==> src/rtl/scc_mixer_pkg.sv <==
// Shared helpers and slot constants for the N-channel stereo wave-table mixer.
package scc_mixer_pkg;

    localparam int unsigned SLOT_FRAME = 0;

    function automatic int unsigned clog2(input int unsigned v);
        int unsigned r = 0;
        while ((64'd1 << r) < 64'(v)) begin
            r++;
        end
        return r;
    endfunction

    // First of the two drain slots that follow the last channel slot
    function automatic int unsigned slot_drain0(input int unsigned num_ch);
        return num_ch + 1;
    endfunction

    function automatic int unsigned acc_width(input int unsigned sample_w, input int unsigned num_ch);
        return (clog2(num_ch) == 0) ? sample_w + 1 : sample_w + clog2(num_ch);
    endfunction

endpackage

==> src/rtl/scc_mixer_scale.sv <==
// Registered stage 2: volume multiply, enable/pan gating and optional midpoint offset per side.
module scc_mixer_scale
    import scc_mixer_pkg::*;
#(
    parameter int unsigned NUM_CH     = 5,
    parameter int unsigned SAMPLE_W   = 8,
    parameter int unsigned VOL_W      = 4,
    parameter int unsigned ADD_OFFSET = 1,
    parameter int unsigned TAG_W      = 3
) (
    input  logic                    clk,
    input  logic                    nreset,
    input  logic                    capture,
    input  logic [TAG_W-1:0]        tag,
    input  logic [SAMPLE_W-1:0]     wave,
    input  logic [NUM_CH*VOL_W-1:0] reg_volume,
    input  logic [NUM_CH-1:0]       reg_enable,
    input  logic [NUM_CH-1:0]       reg_pan_left,
    input  logic [NUM_CH-1:0]       reg_pan_right,
    output logic                    valid,
    output logic [SAMPLE_W-1:0]     contrib_left,
    output logic [SAMPLE_W-1:0]     contrib_right
);

    localparam int unsigned PROD_W = SAMPLE_W + VOL_W + 1;
    localparam logic [SAMPLE_W-1:0] OFFSET =
        (ADD_OFFSET != 0) ? (SAMPLE_W'(1) << (SAMPLE_W - 1)) : '0;

    logic [VOL_W-1:0]         vol_c;
    logic                     en_c;
    logic                     pan_l_c;
    logic                     pan_r_c;
    logic signed [PROD_W-1:0] wave_x_c;
    logic signed [PROD_W-1:0] vol_x_c;
    logic signed [PROD_W-1:0] prod_c;
    logic [SAMPLE_W-1:0]      scaled_c;
    logic [SAMPLE_W-1:0]      left_c;
    logic [SAMPLE_W-1:0]      right_c;

    // Per-channel register select, signed scale with floor shift, gate, offset
    always_comb begin
        vol_c   = '0;
        en_c    = 1'b0;
        pan_l_c = 1'b0;
        pan_r_c = 1'b0;
        for (int unsigned i = 0; i < NUM_CH; i++) begin
            if (tag == TAG_W'(i)) begin
                vol_c   = reg_volume[i*VOL_W +: VOL_W];
                en_c    = reg_enable[i];
                pan_l_c = reg_pan_left[i];
                pan_r_c = reg_pan_right[i];
            end
        end
        wave_x_c = PROD_W'($signed(wave));
        vol_x_c  = PROD_W'(vol_c);
        prod_c   = wave_x_c * vol_x_c;
        scaled_c = SAMPLE_W'(prod_c >>> VOL_W);
        left_c   = ((en_c && pan_l_c) ? scaled_c : '0) + OFFSET;
        right_c  = ((en_c && pan_r_c) ? scaled_c : '0) + OFFSET;
    end

    always_ff @(posedge clk or negedge nreset) begin
        if (!nreset) begin
            valid         <= 1'b0;
            contrib_left  <= '0;
            contrib_right <= '0;
        end else begin
            valid         <= capture;
            contrib_left  <= left_c;
            contrib_right <= right_c;
        end
    end

endmodule

==> src/rtl/scc_stereo_mixer_n.sv <==
// N-channel wave-table stereo mixer: slot sequencer, RAM capture pipeline and frame accumulators.
module scc_stereo_mixer_n
    import scc_mixer_pkg::*;
#(
    parameter int unsigned NUM_CH     = 5,
    parameter int unsigned SAMPLE_W   = 8,
    parameter int unsigned VOL_W      = 4,
    parameter int unsigned ADD_OFFSET = 1,
    parameter int unsigned ACC_W      = acc_width(SAMPLE_W, NUM_CH),
    parameter int unsigned SLOT_W     = clog2(NUM_CH + 3)
) (
    input  logic                    clk,
    input  logic                    nreset,
    input  logic                    bus_busy,
    output logic [SLOT_W-1:0]       slot,
    input  logic [SAMPLE_W-1:0]     wave_q,
    input  logic [NUM_CH*VOL_W-1:0] reg_volume,
    input  logic [NUM_CH-1:0]       reg_enable,
    input  logic [NUM_CH-1:0]       reg_pan_left,
    input  logic [NUM_CH-1:0]       reg_pan_right,
    output logic [ACC_W-1:0]        left_out,
    output logic [ACC_W-1:0]        right_out,
    output logic                    out_valid
);

    localparam int unsigned TAG_W = (clog2(NUM_CH) > 0) ? clog2(NUM_CH) : 1;
    localparam logic [SLOT_W-1:0] FRAME_SLOT   = SLOT_W'(SLOT_FRAME);
    localparam logic [SLOT_W-1:0] LAST_CH_SLOT = SLOT_W'(NUM_CH);
    localparam logic [SLOT_W-1:0] LAST_SLOT    = SLOT_W'(slot_drain0(NUM_CH) + 1);

    logic                issue_c;
    logic                frame_c;
    logic                issue_d;
    logic [TAG_W-1:0]    tag_d;
    logic                s2_valid;
    logic [SAMPLE_W-1:0] contrib_left;
    logic [SAMPLE_W-1:0] contrib_right;
    logic [ACC_W-1:0]    ext_left_c;
    logic [ACC_W-1:0]    ext_right_c;
    logic [ACC_W-1:0]    acc_left;
    logic [ACC_W-1:0]    acc_right;
    logic                primed;

    assign issue_c = !bus_busy && (slot != FRAME_SLOT) && (slot <= LAST_CH_SLOT);
    assign frame_c = !bus_busy && (slot == FRAME_SLOT);

    // Sequencer and stage 1; only the slot counter honours bus_busy
    always_ff @(posedge clk or negedge nreset) begin
        if (!nreset) begin
            slot    <= '0;
            issue_d <= 1'b0;
            tag_d   <= '0;
        end else begin
            if (!bus_busy) begin
                slot <= (slot == LAST_SLOT) ? '0 : slot + SLOT_W'(1);
            end
            issue_d <= issue_c;
            tag_d   <= TAG_W'(slot - SLOT_W'(1));
        end
    end

    scc_mixer_scale #(
        .NUM_CH     (NUM_CH),
        .SAMPLE_W   (SAMPLE_W),
        .VOL_W      (VOL_W),
        .ADD_OFFSET (ADD_OFFSET),
        .TAG_W      (TAG_W)
    ) u_scale (
        .clk           (clk),
        .nreset        (nreset),
        .capture       (issue_d),
        .tag           (tag_d),
        .wave          (wave_q),
        .reg_volume    (reg_volume),
        .reg_enable    (reg_enable),
        .reg_pan_left  (reg_pan_left),
        .reg_pan_right (reg_pan_right),
        .valid         (s2_valid),
        .contrib_left  (contrib_left),
        .contrib_right (contrib_right)
    );

    always_comb begin
        ext_left_c  = '0;
        ext_right_c = '0;
        if (ADD_OFFSET != 0) begin
            ext_left_c  = ACC_W'(contrib_left);
            ext_right_c = ACC_W'(contrib_right);
        end else begin
            ext_left_c  = ACC_W'($signed(contrib_left));
            ext_right_c = ACC_W'($signed(contrib_right));
        end
    end

    // The first slot-0 edge after reset only arms the latch, so no empty frame is emitted
    always_ff @(posedge clk or negedge nreset) begin
        if (!nreset) begin
            acc_left  <= '0;
            acc_right <= '0;
            left_out  <= '0;
            right_out <= '0;
            out_valid <= 1'b0;
            primed    <= 1'b0;
        end else if (frame_c) begin
            if (primed) begin
                left_out  <= acc_left;
                right_out <= acc_right;
            end
            out_valid <= primed;
            primed    <= 1'b1;
            acc_left  <= '0;
            acc_right <= '0;
        end else begin
            out_valid <= 1'b0;
            if (s2_valid) begin
                acc_left  <= acc_left + ext_left_c;
                acc_right <= acc_right + ext_right_c;
            end
        end
    end

endmodule

==> config.mk <==
export PLATFORM = sky130hd
export DESIGN_NAME = scc_stereo_mixer_n
export DESIGN_NICKNAME = d
export VERILOG_FILES = /design/src/rtl/scc_mixer_pkg.sv /design/src/rtl/scc_mixer_scale.sv /design/src/rtl/scc_stereo_mixer_n.sv
export SDC_FILE = /design/constraint.sdc
export NUM_CORES = 1
export LEC_CHECK = 0
export CORE_MARGIN = 10
export CORE_UTILIZATION = 55
export DETAILED_ROUTE_END_ITERATION = 10
export PLACE_DENSITY = 0.87
export SLEW_MARGIN = 25
export SYNTH_ARGS = -nofsm -noshare
export SYNTH_HDL_FRONTEND = slang
export SYNTH_SLANG_ARGS = --single-unit
==> constraint.sdc <==
create_clock -name clk -period 5.45 [get_ports clk]
set_input_delay 0.8175 -clock clk [delete_from_list [all_inputs] [get_ports clk]]
set_output_delay 0.8175 -clock clk [all_outputs]
set_load 0.05 [all_outputs]
==> qor.txt <==
=================================================================================================
Clock tree from TritonCTS                                                                   built
Floorplan die height                                                                     113.7 µm
WL/cell                                                                                  15.48 µm
Number of design rule violations left after detail routing                                      0
Number of buffers added on ports                                                               71
H-tree level count                                                                              3
# diodes                                                                                        0
Sw Ratio                                                                                   0.4752
Static Leak                                                                              2.744 nW
Flip-flop and latch count after synthesis                                                      70
Growth of design area from synthesis to finish                                             20.73%
Count of max-cap constraint violations                                                          0
Post-Syn Area                                                                            4828 µm²
Number of nets still failing antenna checks after routing                                       0
Number of I/O pins                                                                             72
Nets                                                                                          657
Std cell rows                                                                                  34
Maximum clock rate                                                                     0.2019 GHz
Syn Inst Count                                                                                483
Part of the total power dissipated in combinational logic                                   0.637
Fraction of the yosys area taken by sequential cells                                       0.3628
Post-route setup TNS                                                                         0 ns
First-pass GRT wire length                                                              18,020 µm
Number of enable-type register cells in the synthesized netlist                                 0
Effective utilization at floorplan                                                         0.5591
Critical-path maximum fanout                                                                    8
Largest net degree at the start of global routing                                              47
CP Data Arrival Time                                                                      5.15 ns
Met3 Track Usage GR                                                                       0.05197
R2r startpoint                                                                           tag_d[0]
Crit Path Category                                                                   input pin to flop
Cell at the root of the clock tree                                                   sky130_fd_sc_hd__clkbuf_8
Setup repair after global routing missed its margin                                            no
Most frequent cells in the layout                                                    sky130_fd_sc_hd__dfrtp_1, sky130_fd_sc_hd__clkdlybuf4s50_1, sky130_fd_sc_hd__inv_1
Overflow left after global routing                                                              0
Worst supply voltage drop on vdd                                                        0.2448 mV
DR iter-0 viols                                                                               208
Power per cell area                                                                  613.3 nW/µm²
Combined global-route utilization of all metal layers                                      0.1667
Min-delay src                                                                             issue_d
Ratio of cells with drive above 1 in the final layout                                      0.1038
TritonCTS Sinks                                                                                70
Die width                                                                                113.7 µm
Required time of the worst setup path                                                     5.65 ns
Number of distinct library cell variants in the gate-level netlist after synthesis             50
Hold WS                                                                                 0.3546 ns
Fin Clk Skew                                                                           0.01270 ns
Mean cell area of the mapped netlist                                                    9.997 µm²
Routed vias/inst                                                                            5.658
Via count of the first global-routing pass                                                  3,982
Share of power burned in the clock network                                                  0.119
FFs w/ async S/R, synth                                                                     1.000
Final Power                                                                              3.575 mW
Post-route fraction of the period consumed by the critical path                            0.9088
Antenna violations before repair                                                                0
Clock Path Buffers                                                                              2
Internal Pwr Total                                                                       1.876 mW
Most common flop cell mapped by yosys                                                sky130_fd_sc_hd__dfrtp_1
Busiest layer in global routing                                                              met2
Core Region                                                                              8636 µm²
Switching pwr                                                                            1.699 mW
Worst min-delay path category                                                        flop to flop
Insertion delay of the later-clocked pin in the worst-skew pair                           0.35 ns
Vias                                                                                        3,774
Yosys warning total                                                                             0
Crit path launch                                                                     reg_volume[14]
RD Place Congestion                                                                        0.8795
Syn_nets                                                                                      586
Global-route met1 utilization                                                              0.1874
Placed wire-length estimate after detailed placement                                      8267 µm
Total of endpoints with negative setup slack in the final report                                0
Worst rel slew slack                                                                       0.3981
Clock buffer count from CTS                                                                     9
Startpoint kind of the worst setup timing path                                          input pin
Final Critical Period                                                                    4.953 ns
Total Routed Length                                                                     10,330 µm
Count of hold-fix buffers inserted at cts                                                       0
Power share of the sequential group                                                         0.244
Final slew viol count                                                                           0
Met2 Use GR                                                                                0.2883
Post-cts repair resize count                                                                    0
Final Hold Viols                                                                                0
Number of optimization iterations in the first detailed-route pass                              4
Full die area                                                                          12,930 µm²
Setup Fix Bufs, Post-CTS                                                                        0
Worst-path clk slew                                                                       0.08 ns
Outcome                                                                              complete, no violations
Crit. End Element                                                                            flop
Pin slew with the least headroom to its limit                                           0.9029 ns
=================================================================================================
power groups by stage:
| stage | clock (mW) | sequential [mW] | combinational, mW |
|---|---|---|---|
| floorplan | 0 | 1.06 | 1.52 |
| global placement | 0 | 0.873 | 2.16 |
| detailed placement | 0 | 0.882 | 2.27 |
| CTS | 0.436 | 0.873 | 2.29 |
| global route | 0.462 | 0.898 | 2.54 |
| finish | 0.425 | 0.871 | 2.28 |
worst paths after layout:
path,endpoint,slack (ns),cells after the start
worst min register to register,u_scale.valid,0.35,0
max in group asynchronous,u_scale.contrib_right[2],4.03,2
worst min-delay path,u_scale.valid,0.35,0
worst max register to register,u_scale.contrib_right[6],0.75,18
worst max-delay path,u_scale.contrib_right[6],0.50,18
min in group asynchronous,acc_left[5],0.44,1
layer usage:
layer	part of all wire	wire length, µm	up-vias
li1	-	-	1810
met4	0.022	227	0
met5	0	0	-
met3	0.074	766	28
met2	0.50	5171	134
met1	0.40	4159	1802
state kept, by name, summed over array words and instances (netlist names):
| register | flops |
|---|---|
| slot | 3 |
| left_out | 11 |
| acc_right | 11 |
| tag_d | 3 |
| u_scale.valid | 1 |
| u_scale.contrib_right | 8 |
| issue_d | 1 |
| u_scale.contrib_left | 8 |
| acc_left | 11 |
| right_out | 11 |
| primed | 1 |
| out_valid | 1 |
stage by stage:
step                setup WS [ns]  cell area (µm²)  instances  utilization
CTS                        0.4974             5828        667       0.6749
global placement           0.3373             5624        651       0.6513
finish                     0.4970             5829        667       0.6750
global route               0.1604             5829        667       0.6750
floorplan                  0.7595             4828        483            -
detailed placement         0.1909             5624        651       0.6513
cell type report:
cell class | count | area [µm²]
Timing Repair Buffer | 76 | 743.2
Clock inverter | 7 | 80.08
Sequential cell | 70 | 1752
Tap cell | 108 | 135.1
Clock buffer | 9 | 123.9
Inverter | 55 | 206.4
Fill cell | 670 | 2806
Multi-Input combinational cell | 342 | 2789
critical path: stages:
cell	delay [ns]
sky130_fd_sc_hd__clkdlybuf4s50_1	0.41
sky130_fd_sc_hd__mux4_2	0.47
sky130_fd_sc_hd__a22oi_1	0.16
sky130_fd_sc_hd__buf_4	0.18
sky130_fd_sc_hd__nor2b_1	0.06
sky130_fd_sc_hd__ha_1	0.32
sky130_fd_sc_hd__fa_1	0.54
sky130_fd_sc_hd__inv_1	0.05
sky130_fd_sc_hd__fa_1	0.54
sky130_fd_sc_hd__inv_1	0.04
sky130_fd_sc_hd__ha_1	0.34
sky130_fd_sc_hd__o21a_1	0.14
sky130_fd_sc_hd__o21a_1	0.12
sky130_fd_sc_hd__nand4_1	0.09
sky130_fd_sc_hd__o21ai_1	0.35
sky130_fd_sc_hd__a41oi_1	0.20
sky130_fd_sc_hd__xor2_1	0.22
sky130_fd_sc_hd__nor2_1	0.08
logic make-up after synthesis:
family / count (synthesis) / synth area share
AO/OA/AOI/OAI: 83 / 0.1132
XOR/XNOR: 18 / 0.03421
adder cells (fa/ha/maj): 57 / 0.1741
buffers and inverters: 71 / 0.06037
flip-flops: 70 / 0.3628
multiplexers: 39 / 0.1008
AND/OR/NAND/NOR: 145 / 0.1544
Yosys cell counts (all sizes together), types with 7 or more instances:
master	count	area, µm²
a211oi	7	52.55
dfrtp	70	1752
nand2	28	105.1
nor4b	10	87.58
clkbuf	9	33.78
nor2	44	165.2
nor3	7	35.03
xor2	9	78.83
nor2b	20	125.1
o22ai	7	43.79
mux2	24	274.0
nand2b	10	62.56
a21o	7	52.55
fa	17	340.3
o21ai	16	80.07
a21oi	17	85.08
ha	40	500.5
inv	54	202.7
mux2i	10	100.1
xnor2	9	86.34
buf	7	51.29
(Power assumes the default switching activity.)
